===== config.mk =====
export PLATFORM = sky130hd
export DESIGN_NAME = h8_mem_arbiter
export DESIGN_NICKNAME = d
export VERILOG_FILES = /design/src/rtl/h8_mem_arbiter.sv
export SDC_FILE = /design/constraint.sdc
export NUM_CORES = 1
export LEC_CHECK = 0
export CORE_UTILIZATION = 40
export DETAILED_ROUTE_END_ITERATION = 8
export PLACE_DENSITY = 0.85
export SYNTH_ARGS = -nofsm -noshare
export SYNTH_HDL_FRONTEND = slang
export SYNTH_SLANG_ARGS = --single-unit

===== constraint.sdc =====
create_clock -name i_clk -period 2.8 [get_ports i_clk]
set_clock_uncertainty 0.15 [all_clocks]
set_input_delay 0.28 -clock i_clk [delete_from_list [all_inputs] [get_ports i_clk]]
set_output_delay 0.28 -clock i_clk [all_outputs]
set_load 0.01 [all_outputs]

===== src/rtl/h8_mem_arbiter.sv =====
// h8_mem_arbiter: shares one single-port ram_1rw between the h8_core
// instruction-fetch port and data port. One request per cycle reaches the
// RAM. Read data comes back one cycle later and is steered to the issuing
// port. Each port has a saturating stall counter.
module h8_mem_arbiter #(
  parameter int ADDR_W     = 8,
  parameter int DATA_W     = 8,
  parameter int CNT_W      = 16,
  parameter int FIXED_PRIO = 0
) (
  input  logic              i_clk,
  input  logic              i_rst,
  input  logic [ADDR_W-1:0] i_imem_req_addr,
  input  logic              i_imem_req_valid,
  output logic              o_imem_req_ready,
  output logic              o_imem_rsp_valid,
  output logic [DATA_W-1:0] o_imem_rsp_data,
  input  logic [ADDR_W-1:0] i_dmem_req_addr,
  input  logic [DATA_W-1:0] i_dmem_req_data,
  input  logic              i_dmem_req_write,
  input  logic              i_dmem_req_valid,
  output logic              o_dmem_req_ready,
  output logic              o_dmem_rsp_valid,
  output logic [DATA_W-1:0] o_dmem_rsp_data,
  output logic [ADDR_W-1:0] o_ram_req_addr,
  output logic [DATA_W-1:0] o_ram_req_data,
  output logic              o_ram_req_write,
  output logic              o_ram_req_valid,
  input  logic [DATA_W-1:0] i_ram_rsp_data,
  output logic [CNT_W-1:0]  o_imem_stall_count,
  output logic [CNT_W-1:0]  o_dmem_stall_count
);

  typedef struct packed {
    logic [ADDR_W-1:0] addr;
    logic [DATA_W-1:0] data;
    logic              write;
  } ram_req_t;

  logic     last_grant;  // 0 = imem, 1 = dmem
  logic     rsp_pend;
  logic     rsp_sel;     // 0 = imem, 1 = dmem
  logic     gnt_i, gnt_d;
  ram_req_t ram_req;

  // Grant: a lone requester wins. On contention, dmem wins in fixed mode.
  // In round-robin mode the port that lost last time wins. Reset masks all grants.
  always_comb begin
    gnt_i = 1'b0;
    gnt_d = 1'b0;
    if (!i_rst) begin
      if (i_imem_req_valid && i_dmem_req_valid) begin
        if (FIXED_PRIO != 0 || !last_grant) gnt_d = 1'b1;
        else                                gnt_i = 1'b1;
      end else begin
        gnt_i = i_imem_req_valid;
        gnt_d = i_dmem_req_valid;
      end
    end
  end

  // RAM request mux. An instruction fetch is always a read with zero data.
  always_comb begin
    ram_req = '0;
    if (gnt_d) begin
      ram_req.addr  = i_dmem_req_addr;
      ram_req.data  = i_dmem_req_data;
      ram_req.write = i_dmem_req_write;
    end else if (gnt_i) begin
      ram_req.addr = i_imem_req_addr;
    end
  end

  assign o_imem_req_ready = gnt_i;
  assign o_dmem_req_ready = gnt_d;
  assign o_ram_req_valid  = !i_rst && (i_imem_req_valid || i_dmem_req_valid);
  assign o_ram_req_addr   = ram_req.addr;
  assign o_ram_req_data   = ram_req.data;
  assign o_ram_req_write  = ram_req.write;

  // Arbitration history and the one-deep read-response tag.
  always_ff @(posedge i_clk) begin
    if (i_rst) begin
      last_grant <= 1'b0;
      rsp_pend   <= 1'b0;
      rsp_sel    <= 1'b0;
    end else begin
      rsp_pend <= (gnt_i || gnt_d) && !ram_req.write;
      if (gnt_i || gnt_d) begin
        last_grant <= gnt_d;
        rsp_sel    <= gnt_d;
      end
    end
  end

  // Steer RAM read data to the tagged port. The combinational reset gate
  // drops a response that lands on a reset cycle.
  always_comb begin
    o_imem_rsp_valid = !i_rst && rsp_pend && !rsp_sel;
    o_dmem_rsp_valid = !i_rst && rsp_pend && rsp_sel;
    o_imem_rsp_data  = o_imem_rsp_valid ? i_ram_rsp_data : '0;
    o_dmem_rsp_data  = o_dmem_rsp_valid ? i_ram_rsp_data : '0;
  end

  // Instruction-port stall counter: saturates, cleared only by reset.
  always_ff @(posedge i_clk) begin
    if (i_rst)
      o_imem_stall_count <= '0;
    else if (i_imem_req_valid && !gnt_i && o_imem_stall_count != '1)
      o_imem_stall_count <= o_imem_stall_count + CNT_W'(1);
  end

  // Data-port stall counter: saturates, cleared only by reset.
  always_ff @(posedge i_clk) begin
    if (i_rst)
      o_dmem_stall_count <= '0;
    else if (i_dmem_req_valid && !gnt_d && o_dmem_stall_count != '1)
      o_dmem_stall_count <= o_dmem_stall_count + CNT_W'(1);
  end

endmodule


Word level (Yosys, flattened, before mapping). Index checks and enable logic that the tools add are counted.

Word-level logic and storage cells: 36. Bits in registers: 34. Input port bits: 37. Output and inout port bits: 70.

Add/sub/neg operators: 2. Equal/unequal tests: 2. Multiplexer cells: 11. Reduce and logical (&&, ||, !) cells: 17.

Operators by type and width (number): adder 16 x 1 -> 16 bit, second input constant (2); 2-to-1 mux 8 bit (4); inequality test 16 bit, second input constant (2); logical AND 1 bit (10); 2-to-1 mux 9 bit (1); 2-to-1 mux 1 bit (6); zero test 1 bit (5); logical OR 1 bit (2).

Longest topological paths before layout. Gate-level depths: netlist of run 1.

Depth in word-level cells: 6. Gate-level depth with buffers: 6. Gate-level depth less buffers: 5.

Worst setup path after synthesis of run 1. OpenSTA, ideal clock, no wires.

Path kind: reg2reg. Start point: register o_dmem_stall_count[0]. End point: register o_dmem_stall_count[10]. Stages on the path, launching flop included: 6. Buffers on the path: 0. Data required time: 2.529 ns. Arrival: 1.850 ns. Path slack: 0.679 ns. Period minus slack after synthesis: 2.121 ns. Cell sequence: dfxtp_1 > ha_1 > nand2_1 > nor4b_1 > o2111a_1 > mux2_2.

Cells in the longest elaborated chain, start to end: 2.

Ends and longest elaborated chain: start: declaration (RTL line 31) `output logic [CNT_W-1:0] o_dmem_stall_count`; start signal: assignment (RTL line 118) `o_dmem_stall_count <= o_dmem_stall_count + CNT_W'(1);`; parallel branches: the longest is 2 deep, another holds adder 16 x 1 -> 16 bit.

Several ways; the timed one is not identified. A chain may end at the register's enable or synchronous reset.

Final worst setup path of run 1.
Start point: input port i_dmem_req_valid. End point: output port o_ram_req_addr[6].

Cells in the longest elaborated chain, start to end: 5.

Ends and longest elaborated chain: start: declaration (RTL line 21) `input logic i_dmem_req_valid,`; logical AND 1 bit (RTL line 52) `if (i_imem_req_valid && i_dmem_req_valid) begin`; 2-to-1 mux 1 bit (RTL line 52); 2-to-1 mux 1 bit (RTL line 51) `if (!i_rst) begin`; 2-to-1 mux 8 bit (RTL line 69) `end else if (gnt_i) begin`; 2-to-1 mux 8 bit (*) (RTL line 65) `if (gnt_d) begin`; end: declaration (RTL line 25) `output logic [ADDR_W-1:0] o_ram_req_addr,`.

Mark *: on every way between the ends. The rest lies on a longest branch, timed or not.

==> results.md, run 1 <==
* CTS Hold Bufs at 0
* Leakage power figure at 1.137 nW
* Initial Utilization at 42.13%
* Met1 Usage GRT at 26.86%
* Layout Area Growth over Synthesis at 62.76%
* Syn Std Cell Area at 2029 sq um
* Drt pass-1 iters at 4
* Clk pwr share at 35.5%
* Setup ws final at 0.2288 ns
* Worst setup EP type: output port
* CTS resizes at 0
* Post-route minimum period at 2.571 ns
* Worst Path Required at 2.37 ns
* Seq/Total Area, Yosys at 33.54%
* Seq cells post-synth at 34
* Syn. warnings at 0
* HP Class: reg -> reg
* GRT Util Overall at 23.50%
* Sw power at 0.2630 mW
* Clk slew on worst S/H paths at 0.07 ns
* PwrDens at 322.5 nW/um^2
* R2R Path Start: o_dmem_stall_count[0]$_SDFFE_PP0P_
* Worst r2r dst: o_dmem_stall_count[14]$_SDFFE_PP0P_
* Clk root buf: clkbuf_8
* Max-slew violation count at 0
* H-tree Lvls at 2
* Via density at 5.629
* Sequential share of power at 46.5%
* First-pass GRT wire length at 9749 um
* Total CTS buffers at 5
* R2R setup slack at 0.58 ns
* Critical Path AT at 2.14 ns
* Hold Fails Final Rpt at 0
* Die H at 73.23 um
* Avg Cell Area, Syn at 8.216 sq um
* Main synth FF type: dfxtp_1
* Share of cells above drive strength 1 at 9.695%
* Syn Nets at 286
* Final core utilization at 68.57%
* Max frequency at 388.9 MHz
* Sw Share at 24.69%
* Worst min-delay path startpoint: o_imem_stall_count[10]$_SDFFE_PP0P_
* CP Max Fanout at 16
* Fillers at 425
* Cells after Synth at 247
* RSZ-0062 raised after global routing: false
* ANT nets after route at 0
* WHS Endpoint: o_imem_stall_count[10]$_SDFFE_PP0P_
* Hold depth at 2
* Worst path slowest cell: clkdlybuf4s50_1
* Top Usage Layer GRT: met2
* Power, Total at 1.065 mW
* Largest net degree at the start of global routing at 31
* Post-DP HPWL at 4926 um
* Comb power frac at 18.0%
* Drt initial violations at 78
* Vias in the first global route at 2113
* Core area at 4817 sq um
* Critical path class: in -> out
* Most frequent CP cell: clkdlybuf4s50_1
* Delay-heaviest family, CP: buffers and inverters
* Row cnt at 25
* Pre-CTS setup slack at 0.2624 ns
* Internal Pwr Total at 0.8021 mW
* Post-CTS Setup Bufs at 0
* GRT overflow at 0
* Worst skew pair latency at 0.28 ns
* WP buf/inv at 3
* # setup viols final at 0
* Initial antenna violation count at 0
* Tightest Pin Transition at 0.6231 ns
* Total wire length at 6442 um
* # IOs at 107
* CTS max path bufs at 2
* Max-cap violations at 0
* TritonCTS clock tree: built
* Die width at 73.23 um
* Async set-reset flop share out of synthesis at 0%
* M3 GR Usage at 5.387%
* CP startpoint kind: input port
* Status: finished clean
* Setup_tns at 0 ns
* Antenna diode count at 0
* Routing usage on met2 at 43.52%
* Vias after detailed routing at 2409
* Fin crit share at 91.83%
* Nets at 399
* Non-Filler Instances at 428
* Max transition margin at 58.42%
* Number of synthesized flops with an enable pin at 0
* CTS sink count at 34
* Post-DP Area at 3208 sq um
* Netlist cell types at 44
* Detail-routed net length per standard cell at 15.05 um
* GPL Wtd Cong at 0.7915
* Die Area at 5363 sq um
* CP cell instances: clkdlybuf4s50_1 > buf_4 > and2_1 > a22o_1 > clkdlybuf4s50_1
* Dpl cells at 420
* Hold slack at 0.3554 ns
* Max stage delay on crit path at 0.56 ns
* DRC violations left at 0
* R2R depth at 5
* Peak supply drop at 0.0003425 V
* Design area at 3303 sq um
* I/O Buffers at 106
[layer usage]
metal / vias to the layer above / wire length [um]
met4: 0 / 59
met5: - / 0
met3: 7 / 439
met2: 87 / 3174
met1: 1132 / 2768
li1: 1183 / -
[worst max-delay path by stage]
stage / from / end / cells after the start
finish: i_dmem_req_valid / o_ram_req_addr[6] / 5
global route: i_dmem_req_valid / o_ram_req_addr[4] / 5
CTS: i_dmem_req_valid / o_ram_req_addr[4] / 5
detailed placement: i_dmem_req_valid / o_ram_req_addr[4] / 5
global placement: i_dmem_req_valid / o_ram_req_addr[4] / 5
floorplan: o_dmem_stall_count[0]$_SDFFE_PP0P_ / o_dmem_stall_count[10]$_SDFFE_PP0P_ / 5
[cells by family after synthesis]
| logic type | after synthesis | synth area share [%] |
|---|---|---|
| muxes | 5 | 2.713 |
| buffers and inverters | 20 | 4.439 |
| adders and majority gates | 2 | 1.233 |
| AOI/OAI and AO/OA | 71 | 23.86 |
| DFF | 34 | 33.54 |
| and+or+nand+nor | 115 | 34.22 |
[cells in the mapped netlist, types with 7 or more instances]
cell type	count	area share, %
dfxtp_1	34	34
nand4_1	7	2.2
or3_1	8	2.5
clkbuf_1	10	1.8
and2_1	18	5.5
and3_1	10	3.1
or4_1	12	4.4
nor2_1	13	2.4
o31ai_1	13	4.8
a21oi_1	24	5.9
nand3_1	9	2.2
inv_1	7	1.3
nand2_1	10	1.8
a22o_1	8	3.5
o21ai_0	10	2.5
[worst min-delay path, stage by stage (launching register included)]
cell and delay [ns]:
dfxtp_1 0.33, o31ai_1 0.07, a21oi_1 0.06
[area by class of cell]
class,instances,area (sq um),share of cell area (%)
flip-flops and latches,34,680.7,20.61
repair buffers,119,1159,35.08
well taps,67,83.83,2.538
multi-input cells,193,1259,38.11
clock buffers,6,82.58,2.500
clock inverters,2,12.51,0.3788
inverters,7,26.28,0.7955
[power by group through the flow]
stage / clock (mW) / combinational [mW] / sequential (mW)
finish: 0.379 / 0.192 / 0.495
floorplan: 0 / 0.0669 / 0.506
detailed placement: 0 / 0.191 / 0.506
CTS: 0.387 / 0.192 / 0.495
global route: 0.407 / 0.203 / 0.496
global placement: 0 / 0.188 / 0.506
[registers in the layout, summed over array words and instances, names as in the netlist]
register and flops:
o_dmem_stall_count 16, rsp_pend 1, o_imem_stall_count 16, rsp_sel 1
[layout by cell type (no fill, tap or decap), types with 6 or more instances in the layout]
master,instances
a22o_1,8
nand4_1,7
or4_1,12
clkbuf_8,6
o31ai_1,13
and2_1,18
buf_4,13
nand3_1,9
dfxtp_1,34
nand2_1,10
a21oi_1,24
o21ai_0,10
inv_1,7
and3_1,10
clkdlybuf4s50_1,106
nor2_1,13
or3_1,8
(Power assumes the default switching activity.)
==> inputs of run 2 (changes only) <==
==> constraint.sdc (replaced) <==
create_clock -name i_clk -period 2.8 [get_ports i_clk]
set_clock_uncertainty 0.15 [all_clocks]
set_input_delay 0.28 -clock i_clk [delete_from_list [all_inputs] [get_ports i_clk]]
set_output_delay 0.28 -clock i_clk [all_outputs]
set_load 0.05 [all_outputs]
==> run 2 against run 1 <==
Net effect:
- combinational power grew 62%
- clock-buffer cell count stayed put
- total power up 8.8%
- die area stayed put
- highest routed layer unchanged
==> results.md, run 2 (synthesized netlist as in run 1, its figures left out) <==
* Worst path slowest cell: clkdlybuf4s50_1
* I/O Buffers at 106 (unchanged)
* Delay-heaviest family, CP: buffers and inverters
* Clk slew on worst S/H paths at 0.06 ns (about the same)
* Post-DP HPWL at 5096 um (+3.5%)
* Layout Area Growth over Synthesis at 73.49%
* Tightest Pin Transition at 0.7102 ns (+0.08710 ns)
* CP cell instances: clkdlybuf4s50_1 > a21oi_2 > buf_4 > and2_1 > a22o_1 > buf_12
* Antenna diode count at 0 (unchanged)
* ANT nets after route at 0 (unchanged)
* Drt pass-1 iters at 4 (unchanged)
* Total wire length at 6689 um (+3.8%)
* Peak supply drop at 0.0003405 V (-0.60%)
* Vias in the first global route at 2154 (+1.9%)
* Worst setup EP type: output port
* Commonest non-fill, non-tap cells in the layout: 68 x clkdlybuf4s50_1, 34 x dfxtp_1, 28 x buf_12, 24 x a21oi_1, 19 x buf_4
* CTS Hold Bufs at 0 (unchanged)
* Critical Path AT at 2.00 ns (-0.14 ns)
* CP Max Fanout at 10 (-6)
* Max transition margin at 52.61% (-5.8 points)
* HP Class: reg -> reg
* CTS max path bufs at 2 (unchanged)
* Drt initial violations at 102 (+31%)
* Total CTS buffers at 5 (unchanged)
* Die Area at 5363 sq um (unchanged)
* DRC violations left at 0 (unchanged)
* Fin crit share at 86.80% (-5.0 points)
* Critical path class: in -> out
* Commonest non-fill, non-tap cell in the layout: clkdlybuf4s50_1
* Status: finished clean
* Share of cells above drive strength 1 at 19.15% (+9.5 points)
* CTS sink count at 34 (unchanged)
* Setup_tns at 0 ns (unchanged)
* Hold Fails Final Rpt at 0 (unchanged)
* Via density at 5.704 (+1.3%)
* TritonCTS clock tree: built
* Max-cap violations at 0 (unchanged)
* Max frequency at 411.5 MHz (+5.8%)
* Hold slack at 0.3489 ns (-0.006447 ns)
* Biggest regs: o_dmem_stall_count: 16 flops, o_imem_stall_count: 16 flops
* GRT overflow at 0 (unchanged)
* # setup viols final at 0 (unchanged)
* GPL Wtd Cong at 0.7689 (-2.9%)
* Nets at 395 (-1.0%)
* Max stage delay on crit path at 0.53 ns (-0.03 ns)
* Fillers at 379 (-11%)
* CTS resizes at 0 (unchanged)
* Clk root buf: clkbuf_8
* # IOs at 107 (unchanged)
* RSZ-0062 raised after global routing: false
* Initial Utilization at 42.13% (unchanged)
* Initial antenna violation count at 0 (unchanged)
* Vias after detailed routing at 2407 (-0.083%)
* Largest net degree at the start of global routing at 29 (-6.5%)
* CP startpoint kind: input port
* First-pass GRT wire length at 10230 um (+4.9%)
* H-tree Lvls at 2 (unchanged)
* Core area at 4817 sq um (unchanged)
* WP buf/inv at 3 (unchanged)
* Detail-routed net length per standard cell at 15.85 um (+5.3%)
* Post-route minimum period at 2.430 ns (-0.1409 ns)
* Max-slew violation count at 0 (unchanged)
* Leakage power figure at 1.273 nW (+12%)
* GRT Util Overall at 24.78% (+1.3 points)
* Die H at 73.23 um (unchanged)
* Row cnt at 25 (unchanged)
* Worst Path Required at 2.37 ns (about the same)
* Post-CTS Setup Bufs at 0 (unchanged)
* Die width at 73.23 um (unchanged)
* PwrDens at 329.1 nW/um^2 (+2.1%)
* Worst skew pair latency at 0.28 ns (about the same)
[run 2: stage by stage]
step | util, % | area (sq um) | setup WS [ns] | total power, mW | cells
2_1_floorplan | - | 2034 | 0.3047 | 0.6511 | 247
3_3_place_gp | 71.38 | 3438 | 0.3847 | 0.8149 | 416
3_5_place_dp | 71.38 | 3438 | 0.2595 | 0.8182 | 416
4_1_cts | 73.09 | 3521 | 0.3595 | 1.171 | 422
5_1_grt | 73.09 | 3521 | 0.2471 | 1.201 | 422
6_report | 73.09 | 3521 | 0.3697 | 1.159 | 422
[run 2: power by group]
group	internal, mW	leakage (nW)	total [mW]	switching, mW
Combinational	0.151	0.955	0.311	0.161
Clock	0.189	0.0431	0.352	0.162
Sequential	0.489	0.275	0.496	0.00664
Total	0.829	1.27	1.16	0.329
[run 2: per-layer routing]
metal	vias up	track usage, %	wire length (um)
met5	-	0	0
met4	0	10.24	81
met3	6	4.558	459
met2	105	43.93	3386
met1	1126	29.15	2761
li1	1170	-	-
[run 2: final timing paths]
| kind | slack (ns) | to | from | cells after the start |
|---|---|---|---|---|
| worst max register to register | 0.61 | o_dmem_stall_count[15]$_SDFFE_PP0P_ | o_dmem_stall_count[9]$_SDFFE_PP0P_ | 4 |
| worst min register to register | 0.35 | o_imem_stall_count[10]$_SDFFE_PP0P_ | o_imem_stall_count[10]$_SDFFE_PP0P_ | 2 |
| worst max-delay path | 0.37 | o_ram_req_addr[3] | i_imem_req_valid | 6 |
| worst min-delay path | 0.35 | o_imem_stall_count[10]$_SDFFE_PP0P_ | o_imem_stall_count[10]$_SDFFE_PP0P_ | 2 |
[run 2: worst min-delay path: cells and delay by family, from the launching register on]
family	cells	cell delay, ns
compound gates	2	0.12
flops	1	0.33
[run 2: layout make-up]
class	count	area, sq um	share of cell area [%]
clock buffers	6	82.58	2.345
inverters	7	26.28	0.7463
multi-input cells	193	1264	35.89
flip-flops and latches	34	680.7	19.33
well taps	67	83.83	2.381
repair buffers	115	1384	39.30
==> inputs of run 3 (changes only) <==
--- a/config.mk
+++ b/config.mk
@@ -5,7 +5,9 @@
 export SDC_FILE = /design/constraint.sdc
 export NUM_CORES = 1
 export LEC_CHECK = 0
-export CORE_UTILIZATION = 40
+export ABC_AREA = 1
+export ABC_CLOCK_PERIOD_IN_PS = 2800
+export CORE_UTILIZATION = 42
 export DETAILED_ROUTE_END_ITERATION = 8
 export PLACE_DENSITY = 0.85
 export SYNTH_ARGS = -nofsm -noshare
==> run 3 against run 2 <==
Net effect:
- first-iteration DRC count is 29% higher
- fmax is 3.0% higher
- register-to-register slack better by 0.26 ns
- area after synthesis is 14% higher
- total power is 27% higher
- via count is 16% higher
- combinational power is 70% higher
- clock power is 11% higher
- non-clock buffer count is 7 lower
- cell area is 7.5% higher
==> results.md, run 3 <==
* GRT Util Overall at 24.14% (-0.64 points)
* CTS sink count at 34 (unchanged)
* Initial antenna violation count at 0 (unchanged)
* H-tree Lvls at 2 (unchanged)
* CP startpoint kind: input port
* Sequential share of power at 37.3% (-5.5 points)
* Via density at 4.956 (-13%)
* Antenna diode count at 0 (unchanged)
* Synth Area in Adders at 1.082% (-0.15 points)
* GRT overflow at 0 (unchanged)
* Cells after Synth at 383 (+55%)
* Die width at 76.22 um (+4.1%)
* Comb power frac at 36.1% (+9.2 points)
* Critical path class: in -> out
* # setup viols final at 0 (unchanged)
* RSZ-0062 raised after global routing: false
* Sw Share at 37.05% (+8.6 points)
* Row cnt at 26 (+4.0%)
* TritonCTS clock tree: built
* GPL Wtd Cong at 0.9108 (+18%)
* Detail-routed net length per standard cell at 12.49 um (-21%)
* R2R setup slack at 0.87 ns (+0.26 ns)
* Max frequency at 423.7 MHz (+3.0%)
* Critical Path AT at 1.93 ns (-0.07 ns)
* Post-synthesis simple-gate area fraction at 45.27% (+11 points)
* Combinational family with the most area after synthesis: simple AND/OR/NAND/NOR gates
* Layout Area Growth over Synthesis at 63.55%
* Syn Nets at 422 (+48%)
* Area contributors post-synth: dfxtp_1 29%, nor2_1 16%, nand2_1 13%, inv_1 7.8%, nand3_1 6.3%
* Total CTS buffers at 5 (unchanged)
* Post-synthesis mux area share at 0% (-2.7 points)
* Clk pwr share at 26.6% (-3.7 points)
* CTS max path bufs at 2 (unchanged)
* Post-DP HPWL at 5430 um (+6.6%)
* DRC violations left at 0 (unchanged)
* Netlist cell types at 30 (-32%)
* Max stage delay on crit path at 0.71 ns (+0.18 ns)
* PwrDens at 387.4 nW/um^2 (+18%)
* Syn. warnings at 0 (unchanged)
* Peak supply drop at 0.0003016 V (-11%)
* Commonest cells in the netlist: 100 x nor2_1, 80 x nand2_1, 48 x inv_1
* Worst r2r dst: o_dmem_stall_count[11]$_SDFFE_PP0P_
* Commonest non-fill, non-tap cells in the layout: 100 x nor2_1, 80 x nand2_1, 68 x clkdlybuf4s50_1, 48 x inv_1, 34 x dfxtp_1
* Clk slew on worst S/H paths at 0.07 ns (about the same)
* Share of cells above drive strength 1 at 14.84% (-4.3 points)
* Area leader, netlist: dfxtp_1
* Async set-reset flop share out of synthesis at 0% (unchanged)
* Core area at 5205 sq um (+8.1%)
* Main synth FF type: dfxtp_1
* HP Class: reg -> reg
* CP cell instances: clkdlybuf4s50_1 > nor2_1 > nand2_2 > clkinv_1 > a22o_1 > buf_12
* Total wire length at 7018 um (+4.9%)
* Initial Utilization at 44.45% (+2.3 points)
* Most common cell in the netlist: nor2_1
* I/O Buffers at 106 (unchanged)
* First-pass GRT wire length at 11430 um (+12%)
* Sw power at 0.5432 mW (+65%)
* Worst path slowest cell: clkdlybuf4s50_1
* Fin crit share at 84.30% (-2.5 points)
* CP Max Fanout at 10 (unchanged)
* Worst skew pair latency at 0.29 ns (about the same)
* XOR/XNOR Fraction of Synth Area at 4.543% (+4.5 points)
* Drt initial violations at 132 (+29%)
* ANT nets after route at 0 (unchanged)
* R2R depth at 9 (+5)
* Internal Pwr Total at 0.9228 mW (+11%)
* Worst setup EP type: output port
* Max transition margin at 66.19% (+14 points)
* Biggest regs: o_dmem_stall_count: 16 flops, o_imem_stall_count: 16 flops
* Critical Path Sink: o_ram_req_addr[1]
* Worst Path Required at 2.37 ns (about the same)
* Worst min-delay path startpoint: o_imem_stall_count[8]$_SDFFE_PP0P_
* Nets at 530 (+34%)
* Syn Std Cell Area at 2313 sq um (+14%)
* Seq cells post-synth at 34 (unchanged)
* Post-route minimum period at 2.360 ns (-0.06985 ns)
* Seq/Total Area, Yosys at 29.42% (-4.1 points)
* CTS resizes at 0 (unchanged)
* Post-CTS Setup Bufs at 0 (unchanged)
* # IOs at 107 (unchanged)
* Number of synthesized flops with an enable pin at 0 (unchanged)
* Hold depth at 2 (unchanged)
* Max-slew violation count at 0 (unchanged)
* Synth Area in Compound Gates at 8.978% (-15 points)
* Clk root buf: clkbuf_8
* Status: finished clean
* CTS Hold Bufs at 0 (unchanged)
* Worst setup startpoint: i_rst
* Die H at 76.22 um (+4.1%)
* Commonest non-fill, non-tap cell in the layout: nor2_1
* Leakage power figure at 1.651 nW (+30%)
* R2R Path Start: o_dmem_stall_count[0]$_SDFFE_PP0P_
* Avg Cell Area, Syn at 6.040 sq um (-26%)
* Die Area at 5809 sq um (+8.3%)
* Tightest Pin Transition at 0.5055 ns (-0.2047 ns)
* Vias in the first global route at 2528 (+17%)
* Setup_tns at 0 ns (unchanged)
* Max-cap violations at 0 (unchanged)
* Drt pass-1 iters at 4 (unchanged)
* Largest net degree at the start of global routing at 28 (-3.4%)
* Power, Total at 1.466 mW (+27%)
* Vias after detailed routing at 2785 (+16%)
* Post-synth top area share at 29.42% (-4.1 points)
* Hold Fails Final Rpt at 0 (unchanged)
run 3: cell count changes after synthesis, moves of 11 or more:
cell	delta
nand2_1	+70
or4_1	-12
o31ai_1	-13
inv_1	+41
nand3_1	+20
xor2_1	+11
nor2_1	+87
and2_1	-17
a21oi_1	-11
run 3: kinds of logic (layout without fill, tap and decap cells):
kind of cell / Yosys count / in the layout
AOI/OAI and AO/OA: 32 / 32
buffers and inverters: 62 / 171
xor gates and xnor gates: 12 / 12
DFF: 34 / 34
and+or+nand+nor: 241 / 241
adders and majority gates: 2 / 2
run 3: how the worst min path moves through the flow:
stage | end | slack, ns
2_1_floorplan | rsp_sel$_SDFFE_PP0P_ | 0.24
6_report | o_imem_stall_count[8]$_SDFFE_PP0P_ | 0.37
5_1_grt | o_imem_stall_count[3]$_SDFFE_PP0P_ | 0.41
3_5_place_dp | o_imem_stall_count[8]$_SDFFE_PP0P_ | 0.36
4_1_cts | o_imem_stall_count[8]$_SDFFE_PP0P_ | 0.37
3_3_place_gp | o_imem_stall_count[8]$_SDFFE_PP0P_ | 0.34
run 3: worst max-delay path, delay by kind of cell:
family / cells / cell delay [ns]
and+or+nand+nor: 2 / 0.23
buffers and inverters: 3 / 1.11
AOI/OAI and AO/OA: 1 / 0.30
run 3: power groups by stage:
| stage | clock (mW) | combinational (mW) | sequential [mW] |
|---|---|---|---|
| after global placement | 0 | 0.517 | 0.555 |
| after detailed placement | 0 | 0.528 | 0.556 |
| final | 0.391 | 0.529 | 0.547 |
| after floorplan | 0 | 0.228 | 0.635 |
| after CTS | 0.393 | 0.530 | 0.546 |
| after global routing | 0.417 | 0.559 | 0.552 |
run 3: stage by stage:
stage,util (%),cells,hold slack (ns),area [sq um],worst slack (ns)
6_report,72.69,562,0.3659,3784,0.4396
5_1_grt,72.69,562,0.4097,3784,0.3258
4_1_cts,72.69,562,0.3671,3784,0.4579
3_5_place_dp,70.87,554,0.3563,3689,0.4602
3_3_place_gp,70.87,554,0.3362,3689,0.5216
2_1_floorplan,-,383,0.2402,2323,0.2411
run 3: area by class of cell:
cell class / instances / area [sq um]
clock buffer: 6 / 82.58
clock inverter: 2 / 12.51
fill: 420 / 1421
inverter: 55 / 206.4
multi-input combinational: 287 / 1395
sequential: 34 / 680.7
tap: 70 / 87.58
timing repair buffer: 108 / 1319
run 3: layer usage:
layer / wire (um) / vias up / GRT usage [%]
met2: 3664 / 74 / 44.05
met1: 2886 / 1282 / 27.39
met5: 0 / - / 0
met3: 293 / 17 / 4.072
met4: 174 / 0 / 10.38
li1: - / 1412 / -
